===== config.mk =====
export PLATFORM = sky130hd
export DESIGN_NAME = monitor_core_mc
export DESIGN_NICKNAME = d
export VERILOG_FILES = /design/src/rtl/monitor_core_mc.sv
export SDC_FILE = /design/constraint.sdc
export NUM_CORES = 1
export LEC_CHECK = 0
export CAP_MARGIN = 20
export CORE_MARGIN = 8
export CORE_UTILIZATION = 50
export CTS_BUF_LIST = sky130_fd_sc_hd__clkbuf_8
export DETAILED_ROUTE_END_ITERATION = 8
export GPL_TIMING_DRIVEN = 0
export PLACE_DENSITY_LB_ADDON = 0.2
export SLEW_MARGIN = 20
export SYNTH_ARGS = -nofsm -noshare
export SYNTH_HDL_FRONTEND = slang
export SYNTH_SLANG_ARGS = --single-unit
export TNS_END_PERCENT = 50

===== constraint.sdc =====
create_clock -name clk -period 4.9 [get_ports clk]
set_clock_uncertainty 0.2 [all_clocks]
set_input_delay 0.98 -clock clk [delete_from_list [all_inputs] [get_ports clk]]
set_output_delay 0.98 -clock clk [all_outputs]
set_load 0.05 [all_outputs]

===== src/rtl/monitor_core_mc.sv =====
// Multi-channel post-op monitor core: arbitrates per-bed requests/alarms into one Moore enable set + ch_sel.
// Latency: request sampled in POST_OP gives its enable from the same edge; alarm_in -> alarm_pend 1 cycle.
// Backpressure: none; a service state holds while its request is held, bounded by MAXSVC cycles.
//
// Ports:
//   clk, rst (async, active-low)          clock and reset
//   sw, clear                             monitoring enable, 24 h clear (rising edge acts)
//   status_req/history_req/lev_req/change_req/alarm_in [NCH]   per-channel requests/alarms
//   alarm_ack                             operator acknowledge of the displayed alarm
//   fwait, enhours, enalarm, enlev, enchange, enstatus, enhist  registered Moore enables
//   ch_sel [CHW]                          channel served by current state
//   alarm_pend [NCH]                      latched unacknowledged alarms
module monitor_core_mc #(
  parameter int NCH    = 4,
  parameter int CHW    = 2,
  parameter int MAXSVC = 64
) (
  input  logic           clk,
  input  logic           rst,
  input  logic           sw,
  input  logic           clear,
  input  logic [NCH-1:0] status_req,
  input  logic [NCH-1:0] history_req,
  input  logic [NCH-1:0] lev_req,
  input  logic [NCH-1:0] change_req,
  input  logic [NCH-1:0] alarm_in,
  input  logic           alarm_ack,
  output logic           fwait,
  output logic           enhours,
  output logic           enalarm,
  output logic           enlev,
  output logic           enchange,
  output logic           enstatus,
  output logic           enhist,
  output logic [CHW-1:0] ch_sel,
  output logic [NCH-1:0] alarm_pend
);

  typedef enum logic [2:0] {
    IDLE, POST_OP, SOMMA, STATUS, HISTORY, CHANGE, ALARM
  } state_e;

  state_e           state_q, state_d;
  logic [CHW-1:0]   ch_q, ch_d;
  logic [CHW-1:0]   last_q, last_d;
  logic [NCH-1:0]   pend_q, pend_d;
  logic [7:0]       svc_q, svc_d;
  logic             clear_q;
  logic             sweep_q, sweep_d;
  logic [6:0]       en_q, en_d;

  logic             clr_edge;
  logic             svc_req;
  logic             stay;
  logic [NCH-1:0]   ack_mask;
  logic [CHW:0]     p_alarm, p_other, p_chg, p_lev, p_stat, p_hist;

  // Round-robin pick: {found, channel}. Scanning from the farthest candidate
  // down to last+1 lets the nearest requester overwrite the result.
  function automatic logic [CHW:0] rr_pick(input logic [NCH-1:0] req,
                                           input logic [CHW-1:0] last);
    logic [CHW:0] r;
    int           idx;
    r = '0;
    for (int i = NCH; i >= 1; i--) begin
      idx = (int'(last) + i) % NCH;
      if (req[idx]) r = {1'b1, CHW'(idx)};
    end
    return r;
  endfunction

  assign clr_edge = clear & ~clear_q;
  assign ack_mask = (state_q == ALARM && alarm_ack) ? (NCH'(1) << ch_q) : '0;
  // Set wins over acknowledge on the same bit.
  assign pend_d   = (pend_q & ~ack_mask) | alarm_in;

  assign p_alarm  = rr_pick(pend_q, last_q);
  assign p_other  = rr_pick(pend_q & ~ack_mask, last_q);
  assign p_chg    = rr_pick(change_req, last_q);
  assign p_lev    = rr_pick(lev_req, last_q);
  assign p_stat   = rr_pick(status_req, last_q);
  assign p_hist   = rr_pick(history_req, last_q);

  always_comb begin
    svc_req = 1'b0;
    case (state_q)
      SOMMA:   svc_req = lev_req[ch_q];
      STATUS:  svc_req = status_req[ch_q];
      HISTORY: svc_req = history_req[ch_q];
      CHANGE:  svc_req = change_req[ch_q];
      default: svc_req = 1'b0;
    endcase
  end

  always_comb begin
    state_d = state_q;
    ch_d    = ch_q;
    last_d  = last_q;
    sweep_d = sweep_q;
    stay    = 1'b0;
    if (!sw) begin
      state_d = IDLE;
      sweep_d = 1'b0;
    end else begin
      case (state_q)
        IDLE: state_d = POST_OP;
        POST_OP: begin
          if (clr_edge) begin
            state_d = CHANGE; sweep_d = 1'b1; ch_d = '0;
          end else if (p_alarm[CHW]) begin
            state_d = ALARM;   ch_d = p_alarm[CHW-1:0]; last_d = p_alarm[CHW-1:0];
          end else if (p_chg[CHW]) begin
            state_d = CHANGE;  ch_d = p_chg[CHW-1:0];   last_d = p_chg[CHW-1:0];
          end else if (p_lev[CHW]) begin
            state_d = SOMMA;   ch_d = p_lev[CHW-1:0];   last_d = p_lev[CHW-1:0];
          end else if (p_stat[CHW]) begin
            state_d = STATUS;  ch_d = p_stat[CHW-1:0];  last_d = p_stat[CHW-1:0];
          end else if (p_hist[CHW]) begin
            state_d = HISTORY; ch_d = p_hist[CHW-1:0];  last_d = p_hist[CHW-1:0];
          end
        end
        SOMMA, STATUS, HISTORY, CHANGE: begin
          if (state_q == CHANGE && sweep_q) begin
            // Sweep walks every channel once; clears and alarms wait.
            if (ch_q == CHW'(NCH-1)) begin
              state_d = POST_OP; sweep_d = 1'b0;
            end else begin
              ch_d = ch_q + 1'b1;
            end
          end else if (clr_edge) begin
            state_d = CHANGE; sweep_d = 1'b1; ch_d = '0;
          end else if (p_alarm[CHW]) begin
            state_d = ALARM; ch_d = p_alarm[CHW-1:0]; last_d = p_alarm[CHW-1:0];
          end else if (!svc_req || svc_q == 8'(MAXSVC-1)) begin
            state_d = POST_OP;
          end else begin
            stay = 1'b1;
          end
        end
        ALARM: begin
          if (clr_edge) begin
            state_d = CHANGE; sweep_d = 1'b1; ch_d = '0;
          end else if (alarm_ack) begin
            if (p_other[CHW]) begin
              ch_d = p_other[CHW-1:0]; last_d = p_other[CHW-1:0];
            end else begin
              state_d = POST_OP;
            end
          end
        end
        default: state_d = IDLE;
      endcase
    end
    svc_d = stay ? svc_q + 8'd1 : 8'd0;
  end

  // Enables are registered from the next state so they track state_q exactly.
  always_comb begin
    en_d = '0;
    case (state_d)
      IDLE:    en_d = 7'b1000000;
      POST_OP: en_d = 7'b0100000;
      ALARM:   en_d = 7'b0110000;
      SOMMA:   en_d = 7'b0101000;
      CHANGE:  en_d = 7'b0100100;
      STATUS:  en_d = 7'b0100010;
      HISTORY: en_d = 7'b0100001;
      default: en_d = 7'b1000000;
    endcase
  end

  always_ff @(posedge clk or negedge rst) begin
    if (!rst) begin
      state_q <= IDLE;
      ch_q    <= '0;
      last_q  <= CHW'(NCH-1);
      pend_q  <= '0;
      svc_q   <= '0;
      clear_q <= 1'b0;
      sweep_q <= 1'b0;
      en_q    <= 7'b1000000;
    end else begin
      state_q <= state_d;
      ch_q    <= ch_d;
      last_q  <= last_d;
      pend_q  <= pend_d;
      svc_q   <= svc_d;
      clear_q <= clear;
      sweep_q <= sweep_d;
      en_q    <= en_d;
    end
  end

  assign {fwait, enhours, enalarm, enlev, enchange, enstatus, enhist} = en_q;
  assign ch_sel     = ch_q;
  assign alarm_pend = pend_q;

endmodule


==> impl.org, run 1 <==
** Status
- The flow ran to the end, and the final reports show no timing, DRC or antenna violations.

** Detailed routing
- Remaining number of nets flagged by the antenna check after routing :: 0
- Routed wirelength normalized by instance count :: around 18 um
- For this block, the routed nets add up to between 6000 and 7000 um of wire.
- Mean number of vias per cell :: between 6 and 7
- The routed layout has 2340 vias.
- For this run, design rule violations remaining after detail routing come to 0.
- In this run, the number of DRC markers left after iteration 0 of detailed routing was about 230.
- Before antenna repair, the detailed router went through 4 iterations.

** STA
- The number of hold violations in the final report came to 0.
- Timing would allow up to 304.0 MHz.
- Setup Viol. Count Final :: 0
- After routing, the total negative slack on setup checks comes to 0 ns.
- Final worst path period need :: about 3.3 ns
- Headroom to the max-slew limit came out at 52.22%.
- Final max-slew violation count :: 0
- Setup repair after global routing missed its margin :: no
- The final critical path takes up roughly 67% of the cycle.
- At the pin with the least slew margin, the transition time is 0.7102 ns.

** Layout
- In the final layout, the share of cells above drive strength 1 is 10.25%.
- After the last flow step, the layout net total stands at around 350.
- Syn-to-layout area delta :: 21.67%
- In the final layout, the multi-input gates occupy 1501 um^2.
- Total of fill cells in the finished design :: 409
- Combined flip-flop and latch cell area :: approximately 700 um^2
- The repair_antennas step left the layout with diodes totalling 0.
- The finished layout holds ~380 standard cells, fillers aside.

** Setup path
- For the worst setup path, the data arrival time is roughly 3.3 ns.
- Startpoint-to-endpoint class of the critical path :: in2reg
- Along the worst path, the maximum fanout reaches 6.
- The worst setup path is launched from a primary input.
- For the worst setup path, the data required time is 4.90 ns.
- Category of the worst setup path capture point :: flop
- Worst reg2reg path depth :: 10

** Yosys
- Complex-gate fraction of the synthesized area :: between 20% and 30%
- Counting flops and latches in the post-synthesis netlist gives 28.
- Counting flops with a built-in enable in the synthesized netlist gives 0.
- Gate count after technology mapping :: around 280
- After synthesis, the share of cell area in mux cells is about 6%.
- Sequential cells were found to cover 30.27% of the synthesized design area.
- Dominant combinational cell family by area after synthesis :: simple AND/OR/NAND/NOR gates
- For this run, asynchronously set or reset flops after synthesis account for 100.0%.
- Yosys instantiated no cell more often than sky130_fd_sc_hd__nor2_1.
- The synthesized netlist devotes about 2.3% of its cell area to XOR and XNOR gates.
- In this run the biggest area consumer among cell types represents 26.88% of the synthesized area.
- The biggest area contributor in the post-synthesis netlist is sky130_fd_sc_hd__dfrtp_1.
- Of the total synthesized cell area, the portion taken by full adders, half adders and majority gates is about 2.7%.
- Synth cell types :: between 60 and 70
- Summing every instance area after synthesis gives 2327 um^2.
- Of the total synthesized cell area, the portion taken by AND, OR, NAND and NOR gates is between 20% and 30%.
- During synthesis, Yosys emitted a total of 0 warnings.
- Post-synth net total :: between 300 and 400
- Cells taking the most area after synthesis :: sky130_fd_sc_hd__dfrtp_1 27%, sky130_fd_sc_hd__nor2_1 5.2%, sky130_fd_sc_hd__a21oi_1 4.3%, sky130_fd_sc_hd__dfstp_2 3.4%, sky130_fd_sc_hd__nor2b_1 3.2%
- In this run the mean area of a mapped cell was 8.282 um^2.
- Top FF cell, synth :: sky130_fd_sc_hd__dfrtp_1
- Commonest cells in the synthesized netlist :: 32 x sky130_fd_sc_hd__nor2_1, 25 x sky130_fd_sc_hd__dfrtp_1, 20 x sky130_fd_sc_hd__a21oi_1, 18 x sky130_fd_sc_hd__nand2_1, 12 x sky130_fd_sc_hd__nor2b_1

** Place
- Cell count after placement :: around 370
- Port buffering added 37 buffers.
- Routability-driven placement finished with a final weighted congestion of between 1 and 1.5.
- The HPWL after detailed placement is approximately 5100 um.

** Clock network
- Clock tree from TritonCTS :: built
- In this run the number of H-tree levels came out at 1.
- Clock buffer count from CTS :: 3
- Once the clock tree was built, the resizer swapped 0 gates to a different size.
- Largest buffer count on any clock path :: 2
- At the later pin of the worst-skew pair, clock insertion delay measures about 0.27 ns.
- Post-CTS setup-driven buffer insertion count :: 0
- After clock tree synthesis, the flow added hold-fix buffers numbering 0.
- The clock drives 28 sinks.
- Clk slew on worst S/H paths :: approximately 0.09 ns
- The cell sitting at the root of the clock tree is a sky130_fd_sc_hd__clkbuf_8.

** Pwr
- Net switching is approximately 46% of the power.
- In this run the power density over the cells is 449.8 nW/um^2.
- In this run, flip-flops and latches consume roughly a quarter of the power.
- Proportion of power drawn by combinational gates :: between 60% and 70%
- The worst-case IR drop observed on VDD is 267.0 uV.
- Summed over all cells, the static leakage comes to 1.128 nW.
- Internal power summed over all cells :: 0.0006930 W
- In this run the power spent charging and discharging nets is 0.0005807 W.
- Clock network fraction of total power :: between 10% and 20%

** Floorplan
- Once the floorplan was initialized, standard cells occupied ~50% of the core.
- Measured along the y axis, the die boundary spans between 80 and 90 um.
- The die is about 84 um wide.
- The floorplan has 25 rows.
- Full die area :: between 7000 and 8000 um^2
- Core Area :: about 4600 um^2
- During I/O placement, the number of pins put on the boundary was 38.

** Flow run
- Max-cap check violation count :: 0

** GRT
- Vias in the first global route :: 2313
- The first global-routing pass estimated ~11000 um of wire.
- Initial antenna violation count :: 0
- In the global route stage, overall resource usage came out at ~18%.
- Maximum number of pins on one net before global-route repair :: 29
- Overflow after GRT :: 0

** Worst hold path
- Along the worst hold path, the cell count comes to 1.
- Path type of the worst min-delay path :: reg2reg
[cells by family after synthesis]
logic type / count (synthesis)
adders and majority gates: 5
buffers and inverters: 26
muxes: 11
DFF: 28
and+or+nand+nor: 123
xor gates and xnor gates: 6
AOI/OAI and AO/OA: 82
[final cells by class]
class / count / area share [%]
clock buffer: 3 / 1.458
tap: 54 / 2.386
timing repair buffer: 37 / 12.90
buffer: 13 / 2.563
multi-input combinational: 227 / 53.03
inverter: 13 / 1.723
clock inverter: 1 / 1.061
sequential: 28 / 24.88
[flip-flops by register name, summed over array words and instances (netlist names)]
name and flops:
alarm_pend 4, ch_sel 2, clear_q 1, en_q 7
last_q 2, state_q 3, svc_q 8, sweep_q 1
[stage by stage]
stage / worst slack, ns / total power (W) / hold slack [ns] / util, % / cell area, um^2
2_1_floorplan: 2.246 / 0.0008749 / 0.2473 / - / 2327
3_3_place_gp: 1.360 / 0.001086 / 0.2724 / 60.14 / 2765
3_5_place_dp: 1.375 / 0.001086 / 0.2765 / 60.03 / 2760
4_1_cts: 1.650 / 0.001273 / 0.2894 / 61.58 / 2831
5_1_grt: 1.465 / 0.001364 / 0.3011 / 61.58 / 2831
6_report: 1.611 / 0.001274 / 0.2945 / 61.58 / 2831
[cells in the final DEF, fill, tap and decap left out, drive strengths merged, types with 8 or more instances in the layout]
| cell type | instances |
|---|---|
| nand3 | 8 |
| dfrtp | 25 |
| and3 | 8 |
| inv | 12 |
| buf | 10 |
| nor2 | 32 |
| nor2b | 12 |
| nor3 | 8 |
| a21oi | 21 |
| o21ai | 11 |
| nand2 | 18 |
| a31oi | 8 |
| clkdlybuf4s50 | 36 |
| nand2b | 9 |
[critical path: stages]
cell and delay, ns:
sky130_fd_sc_hd__clkdlybuf4s50_1 0.50, sky130_fd_sc_hd__nor4_1 0.63, sky130_fd_sc_hd__nand2_1 0.19, sky130_fd_sc_hd__inv_1 0.10, sky130_fd_sc_hd__o22ai_1 0.08, sky130_fd_sc_hd__a311oi_1 0.45, sky130_fd_sc_hd__nor3_2 0.16, sky130_fd_sc_hd__nor3_1 0.20
[metal layers]
metal / wire, um / vias up / part of all wire [%] / GRT usage (%)
met1: 2957 / 1105 / 45 / 24.25
met4: 106 / 0 / 1.6 / 6.436
met2: 3087 / 83 / 47 / 29.81
met3: 431 / 12 / 6.5 / 3.001
li1: - / 1140 / - / -
met5: 0 / - / 0 / 0
[worst paths after layout]
check | from | to | slack, ns
min in group asynchronous | rst | ch_sel[1]$_DFFE_PN0P_ | 0.50
max reg2reg | ch_sel[0]$_DFFE_PN0P_ | en_q[2]$_DFF_PN0_ | 2.28
max | lev_req[1] | en_q[2]$_DFF_PN0_ | 1.61
min | svc_q[0]$_DFF_PN0_ | svc_q[0]$_DFF_PN0_ | 0.29
min reg2reg | svc_q[0]$_DFF_PN0_ | svc_q[0]$_DFF_PN0_ | 0.29
max in group asynchronous | rst | alarm_pend[0]$_DFF_PN0_ | 3.61
[power by group through the flow]
| stage | sequential (W) | combinational [W] | clock [W] |
|---|---|---|---|
| after detailed placement | 0.000333 | 0.000753 | 0 |
| final | 0.000331 | 0.000764 | 0.000179 |
| after floorplan | 0.000407 | 0.000468 | 0 |
| after global placement | 0.000332 | 0.000753 | 0 |
| after CTS | 0.000329 | 0.000759 | 0.000185 |
| after global routing | 0.000337 | 0.000838 | 0.000189 |
Note: power is estimated with default switching activity, not from simulation.
==> run 2: changes to the inputs <==
- clock period: 4.9 -> 3.3 ns (I/O delays scaled with it)
==> results of run 2 <==
The final DEF is identical to that of run 1. Status: finished clean.
Among the figures that moved: setup slack after placement 1.375 ns -> 0.09473 ns; setup slack after layout 1.611 ns -> 0.3308 ns; hold slack 0.2945 ns -> 0.1838 ns; register-to-register setup slack 2.28 ns -> 0.68 ns; total power 0.001274 W -> 0.001891 W; worst IR drop on VDD 267.0 uV -> 396.4 uV
==> run 3: changes to the inputs <==
- CTS_BUF_LIST: sky130_fd_sc_hd__clkbuf_8 -> default
- PLACE_DENSITY: default -> 0.75
- PLACE_DENSITY_LB_ADDON: 0.2 -> default
==> run 3 against run 2 <==
Compared with the run above:
- utilization unchanged
- combinational power hardly changed
- register-to-register slack got worse by 0.09 ns
- sequential share of layout area is the same
- die area unchanged
- sequential cell count unchanged
- via count up 3.8%
- power rose by 1.2%
- critical path type unchanged
==> impl.org, run 3 (same netlist as run 1, synthesis figures left out) <==
** Setup path
- The top fanout value on the critical path was 6 (unchanged).
- Cell type of the slowest stage on the worst timing path :: sky130_fd_sc_hd__nor4_1
- Category of the worst setup path capture point :: flop
- Startpoint-to-endpoint class of the critical path :: in2reg
- The critical path goes through clkdlybuf4s50_1 -> nor4_1 -> nand2_1 -> nor4_1 -> a211o_1 -> a21oi_2 -> nor2_1 -> a31oi_1.
- Most frequent CP cell :: sky130_fd_sc_hd__nor4_1
- Largest stage delay on the critical path :: 0.61 ns (-0.02 ns)
- Crit path buffers/inverters :: 1 (-1)
- On the critical path the largest part of the delay comes from simple AND/OR/NAND/NOR gates.
- At the worst endpoint, the required time is between 3 and 4 ns.
- Data arrives at the worst endpoint at 2.95 ns.
- STA classifies the critical path startpoint as a primary input.

** GRT
- The number of global-route vias before repair is 2236 (-3.3%).
- Global Route Usage Sum :: 18.17% (-0.33 points)
- The wire length of the first global-routing pass was 10810 um (-3.4%).
- The residual overflow from global routing came to 0 (unchanged).
- The initial antenna violation count is 0 (unchanged).
- The largest net degree at the start of global routing came to 29 (unchanged).

** Flow run
- The number of maximum-capacitance violations came to 0 (unchanged).

** Clock network
- Clock root buffer master :: sky130_fd_sc_hd__clkbuf_8
- The number of clock sinks was 28 (unchanged).
- Largest buffer count on any clock path :: 2 (unchanged)
- Clk_lat worst skew :: 0.29 ns (+0.02 ns)
- The post-cts hold buffer count is 0 (unchanged).
- The post-CTS setup buffer count was 0 (unchanged).
- Clock tree from TritonCTS :: built
- The number of gates resized after CTS came to 0 (unchanged).
- H-tree lvl count :: 1 (unchanged)
- Clk slew on worst S/H paths :: 0.11 ns (+0.02 ns)
- The number of clock buffers inserted by TritonCTS came to 3 (unchanged).

** Pwr
- Dividing total power by cell area gives a power density of between 600 and 700 nW/um^2.
- VDD sags by at most between 400 and 500 uV.
- Leakage power figure :: 1.128 nW (unchanged)

** STA
- Setup Viol. Count Final :: 0 (unchanged)
- Worst slack on hold paths :: 0.1639 ns
- Worst max-slew margin expressed relative to the limit :: 43.04% (-9.2 points)
- Endpoints failing hold :: 0 (unchanged)
- Setup repair after global routing left no endpoint under its margin.
- F_max :: around 340 MHz
- Fin Setup TNS :: 0 ns (unchanged)
- Final worst path period need :: around 3.0 ns
- Transition time at the pin with the least slew margin :: 0.8465 ns (+0.1364 ns)
- Dividing the final minimum period by the clock period gives approximately nine tenths.
- Final max-slew violation count :: 0 (unchanged)

** Floorplan
- The vertical die dimension was 84.23 um (unchanged).
- Core Area :: 4598 um^2 (unchanged)
- The die outline width came to 84.23 um (unchanged).
- The effective utilization at floorplan was 50.61% (unchanged).
- The die footprint came to 7094 um^2 (unchanged).
- Number of top-level design ports :: 38 (unchanged)
- Site row count :: 25 (unchanged)

** Layout
- Final net count :: 353 (unchanged)
- Most common library cell in the layout ignoring fill and taps :: sky130_fd_sc_hd__clkdlybuf4s50_1
- The number of flip-flops in the largest register was 8 (unchanged).
- Total of fill cells in the finished design :: 403 (-1.5%)
- The fraction of final layout cells sized beyond drive strength 1 is 10.25% (unchanged).
- Commonest cells after routing, fill and taps aside :: 36 x sky130_fd_sc_hd__clkdlybuf4s50_1, 32 x sky130_fd_sc_hd__nor2_1, 25 x sky130_fd_sc_hd__dfrtp_1
- Antenna Cells :: 0 (unchanged)
- Register with the highest flop count :: svc_q
- The area added between synthesis and finish is 21.67% (unchanged).

** Place
- The placed wire-length estimate after detailed placement was 4922 um (-3.8%).
- PortBufs :: 37 (unchanged)
- Final RePlAce weighted congestion :: 0.9270 (-10%)

** Status
- Result of the run :: finished clean

** Detailed routing
- The iteration count of the initial detailed-routing pass was 6 (+2).
- Routed wirelength normalized by instance count :: 17.87 um (+2.1%)
- The via count normalized by instance count came to 6.460 (+3.8%).
- The number of DRC markers in iteration 0 was 319 (+39%).
- Routed wire length :: 6718 um (+2.1%)
- The final antenna-violating net count came to 0 (unchanged).
- Routed vias :: 2429 (+3.8%)
- # DRC :: 0 (unchanged)

** Worst hold path
- Path type of the worst min-delay path :: in2async
==> run 3: cell type report <==
cell class	count	area (um^2)	area share, %
buffer	13	72.57	2.563
clock buffer	3	41.29	1.458
clock inverter	1	30.03	1.061
inverter	13	48.80	1.723
multi-input combinational	227	1501	53.03
sequential	28	704.4	24.88
tap	54	67.56	2.386
timing repair buffer	37	365.4	12.90
==> run 3: path summary, 6_finish.rpt <==
kind / from / end / slack (ns) / cells past startpoint
worst max-delay path: lev_req[1] / ch_sel[1]$_DFFE_PN0P_ / 0.32 / 8
worst min-delay path: rst / alarm_pend[3]$_DFF_PN0_ / 0.16 / 1
worst max register to register: ch_sel[1]$_DFFE_PN0P_ / en_q[3]$_DFF_PN0_ / 0.59 / 9
worst min register to register: svc_q[0]$_DFF_PN0_ / svc_q[0]$_DFF_PN0_ / 0.30 / 1
max in group asynchronous: rst / en_q[2]$_DFF_PN0_ / 2.32 / 1
min in group clk: svc_q[0]$_DFF_PN0_ / svc_q[0]$_DFF_PN0_ / 0.30 / 1
==> run 3: per-layer routing <==
metal / track usage [%] / share of wire (%)
met5: 0 / 0
met4: 7.849 / 3.1
met3: 3.775 / 9.6
met2: 27.92 / 45
met1: 23.88 / 43
==> run 3: where the power goes <==
part	internal, W	switching, W	leakage (nW)
registers	0.000419	0.0000777	0.345
clock network	0.000163	0.000119	0.0357
logic	0.000448	0.000688	0.747
==> run 3: metrics by stage <==
step	utilization, %	instances	total power [W]	worst slack [ns]	instance area (um^2)
after detailed placement	60.03	372	0.001612	0.09598	2760
after global placement	60.14	372	0.001600	0.08864	2765
after global routing	61.58	376	0.002038	0.1639	2831
final	61.58	376	0.001914	0.3246	2831
after floorplan	-	281	0.001299	0.7669	2327
after CTS	61.58	376	0.001901	0.3603	2831
